<file path="config.mk">
export PLATFORM = sky130hd
export DESIGN_NAME = ifetch_unit
export DESIGN_NICKNAME = d
export VERILOG_FILES = /design/src/rtl/ifetch_unit_pkg.sv /design/src/rtl/ifetch_unit_ifid_reg.sv /design/src/rtl/ifetch_unit.sv
export SDC_FILE = /design/constraint.sdc
export NUM_CORES = 1
export LEC_CHECK = 0
export ABC_AREA = 1
export BUFFER_PORTS_ARGS = -buffer_cell sky130_fd_sc_hd__buf_2
export CAP_MARGIN = 20
export CORE_MARGIN = 2
export CORE_UTILIZATION = 45
export CTS_CLUSTER_DIAMETER = 120
export DETAILED_ROUTE_END_ITERATION = 10
export GPL_ROUTABILITY_DRIVEN = 0
export GPL_TIMING_DRIVEN = 0
export PLACE_DENSITY = 0.67
export SLEW_MARGIN = 30
export SYNTH_ARGS = -nofsm -noshare
export SYNTH_HDL_FRONTEND = slang
export SYNTH_SLANG_ARGS = --single-unit
</file>
<file path="constraint.sdc">
create_clock -name clk -period 2.1 [get_ports clk]
set_input_delay 0.21 -clock clk [delete_from_list [all_inputs] [get_ports clk]]
set_output_delay 0.21 -clock clk [all_outputs]
set_load 0.02 [all_outputs]
</file>
<file path="src/rtl/ifetch_unit_pkg.sv">
// Shared types and constants for the instruction-fetch front end and its
// pipeline-register building blocks.
package ifetch_unit_pkg;
    localparam int          INSTR_W       = 32;
    localparam logic [31:0] RESET_PC_DEF  = 32'h0000_3000;
    localparam logic [31:0] NOP_INSTR_DEF = 32'h0000_0000;

    typedef enum logic [1:0] {
        ISSUE = 2'd0,
        HOLD  = 2'd1,
        DRAIN = 2'd2
    } fetch_state_t;

    typedef struct packed {
        logic               valid;
        logic [INSTR_W-1:0] instr;
        logic [31:0]        pc;
        logic [31:0]        pc_plus4;
    } ifid_t;
endpackage

</file>
<file path="src/rtl/ifetch_unit_ifid_reg.sv">
// IF/ID pipeline register: flush empties the slot, load captures d,
// otherwise the contents hold.
module ifid_reg
    import ifetch_unit_pkg::*;
#(
    parameter logic [INSTR_W-1:0] NOP_INSTR = NOP_INSTR_DEF
) (
    input  logic  clk,
    input  logic  reset,
    input  logic  load,
    input  logic  flush,
    input  ifid_t d,
    output ifid_t q
);
    localparam ifid_t EMPTY = '{valid: 1'b0, instr: NOP_INSTR, pc: 32'h0, pc_plus4: 32'h0};

    always_ff @(posedge clk) begin
        if (reset || flush) q <= EMPTY;
        else if (load)      q <= d;
    end
endmodule

</file>
<file path="src/rtl/ifetch_unit.sv">
// Instruction-fetch front end: owns the PC, runs the req/ack read to
// instruction memory and fills the IF/ID register under stall and redirect.
module ifetch_unit
    import ifetch_unit_pkg::*;
#(
    parameter logic [31:0]        RESET_PC   = RESET_PC_DEF,
    parameter logic [INSTR_W-1:0] NOP_INSTR  = NOP_INSTR_DEF,
    parameter int                 WAIT_LIMIT = 16
) (
    input  logic               clk,
    input  logic               reset,
    input  logic               hazard,
    input  logic               redirect,
    input  logic [31:0]        redirect_pc,
    output logic               imem_req,
    output logic [31:0]        imem_addr,
    input  logic               imem_ack,
    input  logic [INSTR_W-1:0] imem_rdata,
    output logic               if_valid,
    output logic [INSTR_W-1:0] if_instr,
    output logic [31:0]        if_pc,
    output logic [31:0]        if_pc_plus4,
    output logic               fetch_err
);
    localparam int CNT_W = $clog2(WAIT_LIMIT + 1);

    fetch_state_t       state, state_n;
    logic [31:0]        pc, pc_n, pc_plus4;
    logic [INSTR_W-1:0] hold_instr, hold_instr_n;
    logic [31:0]        hold_pc, hold_pc_n;
    logic [CNT_W-1:0]   wait_cnt, wait_cnt_n;
    logic               err_n, req_n, ack_ok;
    logic [31:0]        addr_n;
    logic               ifid_load, ifid_flush;
    ifid_t              ifid_d, ifid_q;

    always_comb begin
        ack_ok       = imem_req & imem_ack;
        pc_plus4     = pc + 32'd4;
        state_n      = state;
        pc_n         = pc;
        hold_instr_n = hold_instr;
        hold_pc_n    = hold_pc;
        err_n        = fetch_err;
        ifid_load    = 1'b0;
        ifid_flush   = 1'b0;
        ifid_d       = '{valid: 1'b1, instr: imem_rdata, pc: pc, pc_plus4: pc_plus4};

        if (redirect) begin
            pc_n         = {redirect_pc[31:2], 2'b00};
            ifid_flush   = 1'b1;
            hold_instr_n = NOP_INSTR;
            hold_pc_n    = 32'h0;
            // An unanswered request must still be drained before refetching.
            state_n      = (imem_req && !imem_ack) ? DRAIN : ISSUE;
            if (redirect_pc[1:0] != 2'b00) err_n = 1'b1;
        end else begin
            case (state)
                ISSUE: begin
                    if (ack_ok) begin
                        pc_n = pc_plus4;
                        if (hazard) begin
                            hold_instr_n = imem_rdata;
                            hold_pc_n    = pc;
                            state_n      = HOLD;
                        end else begin
                            ifid_load = 1'b1;
                        end
                    end else if (!hazard) begin
                        // Decode consumed the slot and nothing arrived: bubble.
                        ifid_flush = 1'b1;
                    end
                end
                HOLD: begin
                    if (!hazard) begin
                        ifid_load = 1'b1;
                        ifid_d    = '{valid: 1'b1, instr: hold_instr, pc: hold_pc,
                                      pc_plus4: hold_pc + 32'd4};
                        state_n   = ISSUE;
                    end
                end
                DRAIN: begin
                    if (ack_ok)  state_n    = ISSUE;
                    if (!hazard) ifid_flush = 1'b1;
                end
                default: state_n = ISSUE;
            endcase
        end

        wait_cnt_n = wait_cnt;
        if (ack_ok) begin
            wait_cnt_n = '0;
        end else if (imem_req && wait_cnt != CNT_W'(WAIT_LIMIT)) begin
            wait_cnt_n = wait_cnt + 1'b1;
        end
        if (wait_cnt_n == CNT_W'(WAIT_LIMIT)) err_n = 1'b1;

        // DRAIN keeps presenting the abandoned address until its ack.
        req_n  = (state_n != HOLD);
        addr_n = (state_n == ISSUE) ? pc_n : imem_addr;
    end

    always_ff @(posedge clk) begin
        if (reset) begin
            state      <= ISSUE;
            pc         <= RESET_PC;
            imem_req   <= 1'b0;
            imem_addr  <= RESET_PC;
            hold_instr <= NOP_INSTR;
            hold_pc    <= 32'h0;
            wait_cnt   <= '0;
            fetch_err  <= 1'b0;
        end else begin
            state      <= state_n;
            pc         <= pc_n;
            imem_req   <= req_n;
            imem_addr  <= addr_n;
            hold_instr <= hold_instr_n;
            hold_pc    <= hold_pc_n;
            wait_cnt   <= wait_cnt_n;
            fetch_err  <= err_n;
        end
    end

    ifid_reg #(.NOP_INSTR(NOP_INSTR)) u_ifid (
        .clk   (clk),
        .reset (reset),
        .load  (ifid_load),
        .flush (ifid_flush),
        .d     (ifid_d),
        .q     (ifid_q)
    );

    assign if_valid    = ifid_q.valid;
    assign if_instr    = ifid_q.instr;
    assign if_pc       = ifid_q.pc;
    assign if_pc_plus4 = ifid_q.pc_plus4;
endmodule
</file>
==> flow_summary.json, run 1 <==
{
  "placedCellCount": 2093,
  "muxShareOfSynthArea_pct": 0,
  "clock_sinks": 232,
  "start_kind": "flip-flop",
  "period_needed_ns": 2.01,
  "violations": "negative hold slack",
  "clk_latency_ns": 0.55,
  "ys_seq_area_share_pct": 42.8,
  "synth-compound-area-share_pct": 23.5,
  "worstPathRequired_ns": 2.54,
  "cts_root_buf": "clkbuf_16",
  "reg2reg_depth": 10,
  "ioPinCount": 200,
  "num_vias": 11700,
  "fin_nets": 1923,
  "drt-total-wl_um": 37300,
  "drv_cap": 0,
  "ys.flop_type": "dfxtp_1",
  "maxSlewViolCount": 0,
  "grt_pass1_wl_um": 58300,
  "drtAntennaViolNets": 0,
  "yosysUniqueCellTypes": 39,
  "rows": 56,
  "synthArstFlopShare_pct": 0,
  "hp-class": "in2reg",
  "yosys_register_bits": 232,
  "core-area_mm2": 0.0235,
  "synth_warnings": 0,
  "hpwlAfterDp_um": 28000,
  "dieArea_mm2": 0.0254,
  "initial_core_util_pct": 46.1,
  "post-route-drc-count": 0,
  "numCtsBuffers": 26,
  "synth-simple-area-share_pct": 22.9,
  "tightest_slew_ns": 0.632,
  "syn-instance-count": 1577,
  "holdPathStages": 3,
  "htreeDepth": 1,
  "syn_area_mm2": 0.0108,
  "rr_endpoint": "u_ifid.q[12]",
  "setup_violations": 0,
  "cts_tree": "yes",
  "wl_per_cell_um": 17.0,
  "port_buffers": 197,
  "max_slew_margin_pct": 57.9,
  "arrival_ns": 2.45,
  "criticalPathCategory": "reg2reg",
  "status": "finished, violations left",
  "grt_overflow_total": 0,
  "firstDrtPassIters": 6,
  "cts_max_path_buffers": 3,
  "final_common_cell": "nand2_1",
  "antenna_found_initial": 0,
  "final.setup_skew_ns": 0.0237,
  "synth_nets": 1650,
  "die_w_um": 159,
  "hold_ws_ns": -0.00225,
  "synthAdderAreaFrac_pct": 0.461,
  "hold_violations": 1,
  "holdCritStartpoint": "imem_rdata[10]",
  "synth_top_family_by_area": "compound AO/OA/AOI/OAI gates",
  "die_h_um": 159,
  "area_delta_synth_final_pct": 25.3,
  "p_per_area_mw_per_mm2": 758,
  "peakVddDrop_mv": 0.682,
  "min_to": "hold_instr[10]",
  "grtUsageTotal_pct": 28.6,
  "grt_max_degree": 14,
  "n_antenna_cell": 0,
  "critPathMaxFanout": 4,
  "fin_crit_sh_pct": 95.9,
  "grt_pass1_vias": 10800,
  "r2r-start": "hold_pc[2]",
  "synth-edff-count": 0,
  "clk_pin_slew_ns": 0.07,
  "p_leak_uw": 0.00554,
  "syn_avg_cell_area_um2": 6.88,
  "rsz0062_at_grt": "false",
  "layout-drive-gt1-share_pct": 16.2,
  "layout_common_cells": "377 x nand2_1, 240 x a21oi_1, 230 x buf_2, 230 x dfxtp_1, 148 x inv_1",
  "cp-end-kind": "flip-flop",
  "final_cells": 2187,
  "viasPerCell": 5.36,
  "synth_xor_area_share_pct": 1.37,
  "regToRegSetupSlack_ns": 0.09,
  "drtIter0Drc": 1391,
  "final_util_pct": 57.8,
  "max_freq_mhz": 497
}
==> flip-flops by register name, indices dropped and copies added (netlist names) <==
signal      count
fetch_err       1
hold_instr     32
hold_pc        32
imem_addr      32
imem_req        1
pc             32
state           2
u_ifid.q       95
wait_cnt        5
==> final cells by class <==
cell class / instances / area [um^2]
repair buffers: 246 / 1470
plain buffers: 90 / 394
clock buffers: 39 / 761
clock inverters: 7 / 81.3
flip-flops and latches: 232 / 4650
inverters: 155 / 586
fillers: 2339 / 9940
multi-input cells: 1099 / 5260
well taps: 319 / 399
==> cell usage after synthesis (4+ instances only) <==
master / n / area share [%]
xor2_1: 17 / 1.4
dfxtp_1: 232 / 43
a21oi_1: 240 / 11
o211ai_1: 47 / 3.3
ha_1: 4 / 0.46
o21a_1: 4 / 0.28
buf_1: 8 / 0.28
clkbuf_1: 48 / 1.7
o21ai_1: 13 / 0.60
o21ai_0: 140 / 6.5
inv_1: 148 / 5.1
nand2_1: 377 / 13
nor2_4: 5 / 0.52
nor2_1: 113 / 3.9
a31oi_1: 10 / 0.58
nand3_1: 95 / 4.4
nor3_1: 6 / 0.28
inv_2: 6 / 0.21
buf_2: 32 / 1.5
==> kinds of logic after synthesis <==
family / count (synthesis)
adder cells (fa/ha/maj): 4
XOR/XNOR: 17
buffers and inverters: 246
AO/OA/AOI/OAI: 470
AND/OR/NAND/NOR: 608
flip-flops: 232
==> metrics by stage <==
stage	hold WS [ns]	instance area (um^2)	setup slack (ns)	power, uW	setup TNS [ns]
2_1_floorplan	0.354	10800	0.357	5400	0
3_3_place_gp	0.436	12200	-0.156	5800	-9.93
3_5_place_dp	0.436	12200	-0.165	5810	-10.27
4_1_cts	0.00101	13600	0.0157	10300	0
5_1_grt	0.0250	13600	0.00494	10700	0
6_report	-0.00225	13600	0.0859	10300	0
==> layer usage <==
| metal | GRT usage, % | part of all wire [%] | vias up |
|---|---|---|---|
| met5 | 0 | 0 | - |
| met4 | 13.5 | 5.1 | 0 |
| met3 | 3.80 | 8.7 | 116 |
| met2 | 43.6 | 43 | 557 |
| met1 | 40.0 | 43 | 5297 |
| li1 | - | - | 5747 |
==> critical path, stage by stage, from the launching register on <==
cell      delay, ns
dfxtp_1        0.39
ha_1           0.21
nand2_1        0.08
inv_1          0.12
nand3_1        0.12
nor2_1         0.29
nor2_1         0.06
o21ai_0        0.30
nand3_1        0.17
o211ai_1       0.12
inv_1          0.05
==> power breakdown <==
group | switching, uW | internal, uW | leakage (uW)
clock | 1850 | 2630 | 0.000409
combinational | 760 | 379 | 0.00324
sequential | 131 | 4560 | 0.00189
total | 2740 | 7570 | 0.00554
==> how the worst max path moves through the flow <==
| stage | start | end |
|---|---|---|
| final | hold_pc[2] | u_ifid.q[12] |
| after global placement | reset | u_ifid.q[90] |
| after CTS | imem_req | imem_addr[17] |
| after floorplan | imem_req | hold_instr[10] |
| after global routing | hold_pc[3] | u_ifid.q[12] |
| after detailed placement | reset | u_ifid.q[76] |
==> what timing repair did <==
| action | 4_1_cts | 5_1_grt |
|---|---|---|
| gates resized for setup | 7 | 15 |
| pin swaps | 1 | 1 |
| endpoints found under the hold margin | 57 | 0 |
| buffers inserted | 2 | 0 |
| setup endpoints to repair | 29 | 123 |
| hold buffers | 47 | 0 |
No activity file was read; power rests on OpenSTA's default activity.
==> run 2: changes to the inputs <==
- CTS_BUF_LIST: default -> sky130_fd_sc_hd__clkbuf_8
==> run 2 against run 1 <==
- the run now ends clean
- cell area grew 0.45%
- critical path depth decreased by 2
- die area unchanged
- critical endpoint is now imem_addr[10]
==> flow_summary.json, run 2 (synthesis gave the netlist of run 1 again) <==
{
  "status": "complete, no violations",
  "final_cell_area_mm2": 0.0137,
  "swShare_pct": 27.4,
  "dieArea_mm2": 0.0254,
  "period_needed_ns": 2.04,
  "worstPathRequired_ns": 2.56,
  "path_buf_inv": 1,
  "drt-total-wl_um": 37400,
  "cts_max_path_buffers": 3,
  "tightest_slew_ns": 0.624,
  "drv_cap": 0,
  "initial_core_util_pct": 46.1,
  "die_h_um": 159,
  "viasPerCell": 5.33,
  "slowest_stage": "dfxtp_1",
  "cts_root_buf": "clkbuf_8",
  "power_frac_clock_pct": 40.9,
  "die_w_um": 159,
  "cts_tree": "yes",
  "p_int_uw": 7190,
  "fin_nets": 1950,
  "p_comb_share_pct": 11.7,
  "htreeDepth": 2,
  "fin_crit_sh_pct": 97.0,
  "rsz0062_at_grt": "false",
  "rows": 56,
  "maxSlewViolCount": 0,
  "final_common_cell": "nand2_1",
  "clk_latency_ns": 0.54,
  "slowest_delay_ns": 0.40,
  "largest_reg_flops": 95,
  "grtUsageTotal_pct": 28.9,
  "area_delta_synth_final_pct": 25.9,
  "port_buffers": 197,
  "peakVddDrop_mv": 0.419,
  "p_per_area_mw_per_mm2": 725,
  "crit_path_cell_trace": "ha_1 > nand3_1 > inv_1 > nand2_1 > xor2_1 > nand2_1 > a21o_1 > a21oi_1",
  "setup_violations": 0,
  "placedCellCount": 2093,
  "setup_tns_ns": 0,
  "regToRegSetupSlack_ns": 0.06,
  "hp-class": "in2reg",
  "start_kind": "flip-flop",
  "p_leak_uw": 0.00564,
  "arrival_ns": 2.50,
  "top_register": "u_ifid.q",
  "hpwlAfterDp_um": 28000,
  "path_common_cell": "nand2_1",
  "cp_top_family": "simple AND/OR/NAND/NOR gates",
  "clk_pin_slew_ns": 0.06,
  "layout_common_cells": "377 x nand2_1, 240 x a21oi_1, 230 x buf_2, 230 x dfxtp_1, 161 x inv_1",
  "drtAntennaViolNets": 0,
  "cp-end-kind": "flip-flop",
  "antenna_found_initial": 0,
  "final_cells": 2223,
  "grt_pass1_wl_um": 58900,
  "clock_sinks": 232,
  "final.setup_skew_ns": 0.0132,
  "final_util_pct": 58.0,
  "ioPinCount": 200,
  "post-route-drc-count": 0,
  "max_slew_margin_pct": 58.4,
  "criticalPathCategory": "reg2reg",
  "place_ws_ns": -0.165,
  "critPathMaxFanout": 4,
  "hold_violations": 0,
  "drtIter0Drc": 1577,
  "numCtsBuffers": 40,
  "max_freq_mhz": 491,
  "layout-drive-gt1-share_pct": 17.0,
  "p_seq_share_pct": 47.4,
  "core-area_mm2": 0.0235,
  "grt_max_degree": 11,
  "power.switching_uw": 2710,
  "grt_pass1_vias": 11000,
  "firstDrtPassIters": 8,
  "grt_overflow_total": 0,
  "num_vias": 11800,
  "fin_ws_ns": 0.0621,
  "wl_per_cell_um": 16.8,
  "dpl_cell_area_mm2": 0.0122,
  "n_antenna_cell": 0
}
-- run 2: layer usage --
metal,up-vias,GRT usage [%],routed length (um)
met2,584,44.5,16100
met4,0,13.3,1780
met5,-,0,0
li1,5818,-,-
met3,98,4.27,3290
met1,5345,39.9,16200
-- run 2: worst paths after layout --
path         depth (start not counted)            start             end
max                                  8            pc[2]   imem_addr[10]
min                                  3  redirect_pc[21]          pc[21]
max reg2reg                          8            pc[2]   imem_addr[10]
min reg2reg                          2   hold_instr[27]  hold_instr[27]
-- run 2: per-stage QoR --
stage                     hold WS [ns]  power, uW
after floorplan                  0.354       5400
after global placement           0.436       5800
after detailed placement         0.436       5810
after CTS                      0.00691       9940
after global routing            0.0213      10300
final                           0.0127       9900
-- run 2: worst register-to-register path, delay by kind of cell, from the launching register on --
| kind | cells | cell delay (ns) |
|---|---|---|
| simple gates | 3 | 0.47 |
| buf+inv | 1 | 0.16 |
| xor+xnor | 1 | 0.38 |
| compound gates | 2 | 0.31 |
| fa+ha+maj | 1 | 0.25 |
| flops | 1 | 0.40 |
-- run 2: layout make-up --
cell class / instances / area [um^2]
clock buffers: 49 / 674
flip-flops and latches: 232 / 4650
plain buffers: 91 / 398
multi-input cells: 1099 / 5250
clock inverters: 20 / 115
fillers: 2349 / 9880
inverters: 155 / 586
well taps: 319 / 399
repair buffers: 258 / 1590
-- run 2: power by group through the flow --
stage	logic, uW	registers [uW]	clock network (uW)
after global placement	1030	4770	0
after CTS	1130	4680	4130
after floorplan	549	4850	0
final	1150	4690	4050
after detailed placement	1040	4780	0
after global routing	1260	4710	4320
-- run 2: repair_timing --
item | 4_1_cts | 5_1_grt
hold endpoints to repair | 81 | 0
pin swaps | 1 | 1
gates resized for setup | 7 | 13
hold buffers | 57 | 0
buffers inserted | 2 | 2
endpoints found under the setup margin | 29 | 128
==> run 3: changes to the inputs <==
- GPL_TIMING_DRIVEN: 0 -> 1
- clock period: 2.1 -> 1.9 ns (I/O delays scaled with it)
==> run 3 against run 2 <==
- die area unchanged
- setup slack improved by 0.031 ns
- first-iteration DRC count decreased by 25%
- critical path type unchanged
==> flow_summary.json, run 3 (synthesis gave the netlist of run 1 again) <==
{
  "p_leak_uw": 0.00574,
  "wl_met1_um": 15900,
  "hold_ws_ns": 0.0383,
  "final.setup_skew_ns": 0.0276,
  "clk_latency_ns": 0.55,
  "cp-end-kind": "flip-flop",
  "max_freq_mhz": 553,
  "hpwlAfterDp_um": 24700,
  "post-route-drc-count": 0,
  "final_util_pct": 59.1,
  "grt_pass1_wl_um": 54900,
  "initial_core_util_pct": 46.1,
  "largest_reg_flops": 95,
  "status": "complete, no violations",
  "clock_sinks": 232,
  "layout_common_cells": "376 x nand2_1, 240 x a21oi_1, 228 x dfxtp_1, 199 x buf_2, 157 x inv_1",
  "start_kind": "flip-flop",
  "critPathMaxFanout": 4,
  "wl_per_cell_um": 15.9,
  "grt_pass1_vias": 10400,
  "p_per_area_mw_per_mm2": 806,
  "period_needed_ns": 1.81,
  "grtUsageTotal_pct": 26.6,
  "drt-total-wl_um": 34800,
  "rows": 56,
  "die_h_um": 159,
  "arrival_ns": 2.23,
  "layout-drive-gt1-share_pct": 18.9,
  "hold_violations": 0,
  "num_vias": 11500,
  "cts_tree": "yes",
  "grt_max_degree": 80,
  "fin_total_pwr_uw": 11200,
  "tightest_slew_ns": 0.505,
  "clk_pin_slew_ns": 0.06,
  "numCtsBuffers": 39,
  "viasPerCell": 5.25,
  "peakVddDrop_mv": 0.518,
  "grt_overflow_total": 0,
  "final_common_cell": "nand2_1",
  "hp-class": "in2reg",
  "cts_max_path_buffers": 3,
  "port_buffers": 199,
  "area_delta_synth_final_pct": 28.1,
  "max_slew_margin_pct": 65.9,
  "fin_crit_sh_pct": 95.1,
  "drtIter0Drc": 1175,
  "n_antenna_cell": 0,
  "worstPathRequired_ns": 2.32,
  "dieArea_mm2": 0.0254,
  "drtAntennaViolNets": 0,
  "ioPinCount": 200,
  "setup_violations": 0,
  "top_register": "u_ifid.q",
  "firstDrtPassIters": 5,
  "route.met2.wl_um": 15000,
  "htreeDepth": 2,
  "antenna_found_initial": 0,
  "cts_root_buf": "clkbuf_8",
  "maxSlewViolCount": 0,
  "highest_layer": "met4",
  "fin_nets": 1917,
  "drv_cap": 0,
  "met3_length_um": 2700,
  "criticalPathCategory": "reg2reg",
  "core-area_mm2": 0.0235,
  "die_w_um": 159
}
-- run 3: cell count changes in the layout (fill, tap and decap cells not counted), moves of 3 or more --
cell | before | now
nor2_1 | 110 | 105
buf_1 | 7 | 0
dlygate4sd3_1 | 57 | 62
clkbuf_1 | 45 | 0
buf_4 | 7 | 47
nor2_2 | 3 | 7
inv_1 | 161 | 157
buf_2 | 230 | 199
buf_12 | 0 | 8
clkbuf_2 | 3 | 0
-- run 3: final timing paths --
kind                  start              to  slack (ns)  cells past startpoint
min          redirect_pc[5]           pc[5]        0.04                      3
max                   pc[2]   imem_addr[27]        0.09                     12
max reg2reg           pc[2]   imem_addr[27]        0.09                     12
min reg2reg  hold_instr[16]  hold_instr[16]        0.45                      2
-- run 3: final cells by class --
cell class | instances | area [um^2]
repair buffers | 317 | 2140
well taps | 319 | 399
fillers | 2281 | 9640
inverters | 155 | 584
multi-input cells | 1099 | 5300
flip-flops and latches | 232 | 4650
clock inverters | 20 | 171
clock buffers | 48 | 661
-- run 3: metal layers --
metal	GRT usage (%)	up-vias
li1	-	5759
met1	38.1	5170
met2	40.5	492
met3	4.17	80
met4	9.46	0
met5	0	-
-- run 3: worst max-delay path: stages (launching register included) --
cell      delay [ns]
dfxtp_1         0.40
inv_1           0.12
nor2_2          0.18
nand3b_1        0.18
buf_4           0.19
nor2_4          0.11
nand2_1         0.07
nand2_1         0.07
nand3_1         0.07
nand2_1         0.12
nand2_1         0.06
nand2_1         0.06
nand2_1         0.04
-- run 3: metrics by stage --
| step | setup WS (ns) | area [um^2] | TNS, ns | instances |
|---|---|---|---|---|
| after floorplan | 0.157 | 10800 | 0 | 1577 |
| after global placement | -0.0677 | 12400 | -0.116 | 2057 |
| after detailed placement | -0.0887 | 12400 | -0.153 | 2057 |
| after CTS | -0.0183 | 13800 | -0.0183 | 2187 |
| after global routing | -0.0161 | 13900 | -0.0161 | 2190 |
| final | 0.0932 | 13900 | 0 | 2190 |
-- run 3: where the power goes --
part	leakage [uW]	total, uW	internal (uW)	switching (uW)
registers	0.00189	5180	5040	141
logic	0.00339	1290	476	815
clock network	0.000461	4740	2700	2040
total	0.00574	11200	8220	3000
-- run 3: what timing repair did --
item | 4_1_cts | 5_1_grt
buffers inserted | 0 | 3
hold buffers | 62 | 0
gates resized for setup | 1 | 29
pin swaps | 0 | 1
setup endpoints to repair | 3 | 69
hold endpoints to repair | 109 | 0
cloned | 0 | 0
